==> src/rtl/phy_tx_pkg.sv <==
// Shared definitions for the PHY byte serializer and the paired receive-side deserializer.
package phy_tx_pkg;

    localparam logic [7:0] COM_BYTE  = 8'hBC;
    localparam logic [7:0] IDLE_BYTE = 8'h7C;

    typedef enum logic {
        SYNC   = 1'b0,
        ACTIVE = 1'b1
    } tx_state_t;

endpackage

==> src/rtl/par_serial_tx.sv <==
// Byte-to-serial transmitter: sends SYNC_COUNT COM bytes after reset, then payload or IDLE bytes MSB first.
//
// state  | meaning
// SYNC   | sending the post-reset COM preamble; valid_in ignored
// ACTIVE | each byte slot carries data_in when valid_in, otherwise IDLE
module par_serial_tx
    import phy_tx_pkg::*;
#(
    parameter int SYNC_COUNT = 4
) (
    input  logic       clk_16f,
    input  logic       reset,
    input  logic [7:0] data_in,
    input  logic       valid_in,
    output logic       data_out,
    output logic       active,
    output logic       byte_tick
);

    localparam logic [3:0] SYNC_LAST = 4'(SYNC_COUNT - 1);

    logic [7:0] sr;
    logic [2:0] bit_cnt;
    logic [3:0] sync_cnt;
    logic [3:0] sync_cnt_next;
    tx_state_t  state;
    tx_state_t  state_next;
    logic [7:0] next_byte;
    logic       load;

    assign load      = (bit_cnt == 3'd7);
    assign byte_tick = load && !reset;

    always_comb begin
        state_next    = state;
        sync_cnt_next = sync_cnt;
        next_byte     = valid_in ? data_in : IDLE_BYTE;
        if (load && state == SYNC) begin
            if (sync_cnt < SYNC_LAST) begin
                next_byte     = COM_BYTE;
                sync_cnt_next = sync_cnt + 4'd1;
            end else begin
                // Last preamble slot: this same edge already picks the first payload/idle byte.
                state_next = ACTIVE;
            end
        end
    end

    always_ff @(posedge clk_16f) begin
        if (reset) begin
            sr       <= COM_BYTE;
            bit_cnt  <= 3'd0;
            sync_cnt <= 4'd0;
            state    <= SYNC;
            data_out <= 1'b0;
            active   <= 1'b0;
        end else begin
            data_out <= sr[7];
            bit_cnt  <= bit_cnt + 3'd1;
            sr       <= load ? next_byte : {sr[6:0], 1'b0};
            sync_cnt <= sync_cnt_next;
            state    <= state_next;
            active   <= (state_next == ACTIVE);
        end
    end

endmodule

==> config.mk <==
export PLATFORM = sky130hd
export DESIGN_NAME = par_serial_tx
export DESIGN_NICKNAME = d
export VERILOG_FILES = /design/src/rtl/phy_tx_pkg.sv /design/src/rtl/par_serial_tx.sv
export SDC_FILE = /design/constraint.sdc
export NUM_CORES = 1
export LEC_CHECK = 0
export CAP_MARGIN = 25
export CORE_MARGIN = 2
export CORE_UTILIZATION = 40
export DETAILED_ROUTE_END_ITERATION = 10
export GPL_ROUTABILITY_DRIVEN = 0
export GPL_TIMING_DRIVEN = 0
export PLACE_DENSITY = 0.64
export SLEW_MARGIN = 5
export SYNTH_ARGS = -nofsm -noshare
export SYNTH_HDL_FRONTEND = slang
export SYNTH_SLANG_ARGS = --single-unit
==> constraint.sdc <==
create_clock -name clk_16f -period 1.5 [get_ports clk_16f]
set_input_delay 0.225 -clock clk_16f [delete_from_list [all_inputs] [get_ports clk_16f]]
set_output_delay 0.225 -clock clk_16f [all_outputs]
set_load 0.02 [all_outputs]
* After elaboration in Yosys (flattened, before gate mapping)
Index checks and enable logic that the tools add are counted.
Word-level totals: register bits after elaboration 17, bits of input ports 11, output and inout bits 3, word-level logic and storage cells 23
Operators by class: $add $sub $neg 2, $lt $le $gt $ge 1, equality and inequality tests 1, mux-type cells 4, bitwise operators 3, reduce and logical (&&, ||, !) cells 6
Operator list (count):
- two-way mux 8 bit | 4
- adder 4 x 1 -> 4 bit (second input constant) | 1
- < comparator 4 x 2 -> 1 bit (second input constant) | 1
- AND reduction 2 bit | 2
- adder 3 x 1 -> 3 bit (second input constant) | 1
- == test 3 bit (second input constant) | 1
- inverter 1 bit | 3
- logical AND 1 bit | 2
- OR reduction 2 bit | 1
- zero test 1 bit | 1

* Longest topological paths before layout
word-level depth 4, gate-level depth with buffers 6, mapped depth without buffers 5

* Worst setup path before layout
Ideal clock, no wire load.
path type reg-to-output, start point reg bit_cnt[0], end point out byte_tick, arrival 1.167 ns, required time 1.275 ns, setup slack 0.108 ns, stages on the path, launching flop included 5, buffers on the path 1, cells stage by stage dfxtp_1 -> ha_1 -> ha_1 -> buf_2 -> nor2b_1
On the way: word-level cells in the longest chain between the ends 2
RTL lines:
- from (decl) | line par_serial_tx.sv:23 | logic [2:0] bit_cnt;
- from (signal assigned) | line par_serial_tx.sv:59 | bit_cnt <= bit_cnt + 3'd1;
- == test 3 bit | line par_serial_tx.sv:31 | assign load = (bit_cnt == 3'd7);
- logical AND 1 bit | line par_serial_tx.sv:32 | assign byte_tick = load && !reset;
- to (decl) | line par_serial_tx.sv:17 | output logic byte_tick
No other way between the ends.

* Worst setup path after layout
Same ends and word-level chain as after synthesis.

==> results.tsv <==
metric	value	unit
yosysUniqueCellTypes	24	
synth_seq_cells	17	
critical_path_class	reg -> out	
synth_ff_type	dfxtp_1	
syn_avg_cell_area	10.41	um2
hold_path_class	reg -> reg	
cp-start-kind	flip-flop	
cts_tree	yes	
dp_worst_setup_slack	-567.7	ps
cts_buffers	3	
synth_edf_count	0	
postLayoutCellArea	882.1	um2
synth_common_cells	17 x dfxtp_1, 6 x nor2b_1, 5 x nand2_1	
post-route-period-util	102.6	%
max_stage_delay	350	ps
numClockSinks	17	
holdWs	440.6	ps
insertion_delay	300	ps
clock_skew	15.76	ps
ys_seq_area_share	52.71	%
cpMaxStageDelayCell	dfxtp_2	
synthTopCellsByArea	dfxtp_1 53%, ha_1 5.8%, nor2b_1 5.8%	
areaGrowthSynthToFinish	36.63	%
netlist_area	645.6	um2
vias	482	
row_count	14	
worst_ep_required_time	1270	ps
yosys.area.top_type	dfxtp_1	
critPathBufInv	2	
wl_per_cell	11.90	um
n_antenna_cell	0	
end_kind	output port	
grt_max_degree	11	
antenna_found_initial	0	
via_per_inst	4.969	
irDropWorstVdd	0.7404	mV
cts.clk_slew.worst_paths	110	ps
dieHeight	44.18	um
wl	1.154	mm
power.density	901.0	nW/um2
io_buffer_count	13	
fmax	649.5	MHz
worstPathArrival	1310	ps
antenna_left	0	
layout-drive-gt1-share	24.69	%
ios	14	
fin_crit	1540	ps
nNetsFinal	96	
placed_cell_area	795.8	um2
rsz0062_at_grt	true	
synthCells	62	
violations	negative setup slack	
grt_pass1_wl	2.007	mm
maxSlewHeadroom	81.43	%
grt_remaining_overflow	0	
critPathTopFamily	flip-flops	
drt_iter0_markers	14	
worst_slack	-39.74	ps
htreeDepth	1	
synth_most_common_cell	dfxtp_1	
coreArea	1506	um2
yosysWarningCount	0	
drc	0	
synthDominantCellAreaShare	52.71	%
track_usage	14.72	%
die_w	44.18	um
cp_max_fo	2	
grt_pass1_vias	455	
final_hold_viol_count	0	
hpwl	750.3	um
total_power	794.8	uW
slew_viol_final	0	
die-area	1951	um2
setup_violations	1	
first_pass_iters	4	
clock_path_buffers	2	
tightest_slew	278.6	ps
async_flop_share	0	%
cts-root-buf	clkbuf_4	
status	finished with violations	
drv_cap	0	
synth.net_count	76	
path_cells	ha_4 > ha_4 > buf_6 > nor2b_4 > buf_6	
start_util	42.86	%
p_leak	0.0003713	uW
[per-stage QoR]
step	util, %	setup TNS (ps)	std cells
6_report	58.55	-39.74	97
3_5_place_dp	52.82	-567.7	91
3_3_place_gp	52.82	-571.9	91
4_1_cts	57.64	-72.64	97
5_1_grt	58.55	-214.1	97
2_1_floorplan	-	0	62
[where the power goes]
part,internal (uW),switching [uW],leakage (uW)
clock,99.3,147,0.0000177
combinational,44.4,26.8,0.000214
sequential,469,7.90,0.000140
total,613,182,0.000371
[cell usage in the layout, fill, tap and decap left out, drive strengths merged]
master         Yosys  final
o22ai              4      4
dlygate4sd2        0      1
clkbuf             1      4
nand3b             1      1
dfxtp             17     17
nor2               3      3
and4               1      1
and2               1      1
ha                 3      3
nor3               2      2
a21bo              1      1
a21oi              3      3
buf                1      4
o41ai              1      1
dlymetal6s2s       0      1
nand2              5      5
o21ai              2      2
nand2b             2      2
clkinv             0      1
inv                1      1
or3                1      1
clkdlybuf4s50      0     10
nor2b              7      7
nand3              4      4
or3b               1      1
[layout make-up]
cell class | instances | area (um2)
clock inverter | 1 | 5.005
clock buffer | 3 | 22.52
tap | 16 | 20.02
fill | 148 | 624.3
timing repair buffer | 15 | 147.6
buffer | 2 | 16.27
inverter | 1 | 3.754
sequential | 17 | 341.6
multi-input combinational | 42 | 325.3
[per-layer routing]
| layer | wire, um | vias up | part of all wire, % | global-route usage, % |
|---|---|---|---|---|
| met4 | 8 | 0 | 0.69 | 3.636 |
| met2 | 515 | 11 | 45 | 22.06 |
| met1 | 552 | 215 | 48 | 18.72 |
| met3 | 78 | 3 | 6.8 | 7.755 |
| li1 | - | 253 | - | - |
| met5 | 0 | - | 0 | 0 |
[flip-flops by register name, summed over array words and instances (netlist names)]
signal and cells:
sr 8, bit_cnt 3, state 1, data_out 1, sync_cnt 4
[path summary, 6_finish.rpt]
path                         start               endpoint  slack [ps]  cells past startpoint
max          bit_cnt[0]$_SDFF_PP0_              byte_tick         -40                      5
min          bit_cnt[0]$_SDFF_PP0_  bit_cnt[0]$_SDFF_PP0_         440                      1
min reg2reg  bit_cnt[0]$_SDFF_PP0_  bit_cnt[0]$_SDFF_PP0_         440                      1
max reg2reg  bit_cnt[0]$_SDFF_PP0_       sr[0]$_SDFF_PN0_           0                      6
[cell families (layout without fill, tap and decap cells)]
kind of cell / after synthesis / count (layout) / share of synthesized area [%]
and+or+nand+nor: 28 / 28 / 27.13
DFF: 17 / 17 / 52.71
AOI/OAI and AO/OA: 11 / 11 / 12.40
adders and majority gates: 3 / 3 / 5.815
buffers and inverters: 3 / 22 / 1.936
[what timing repair did]
| item | 4_1_cts | 5_1_grt |
|---|---|---|
| pin swaps | 2 | 2 |
| hold endpoints to repair | 0 | 0 |
| setup endpoints to repair | 2 | 6 |
| buffers inserted | 2 | 0 |
| hold buffers | 0 | 0 |
| resized for setup | 14 | 4 |
Power figures use the tool's default switching activity.
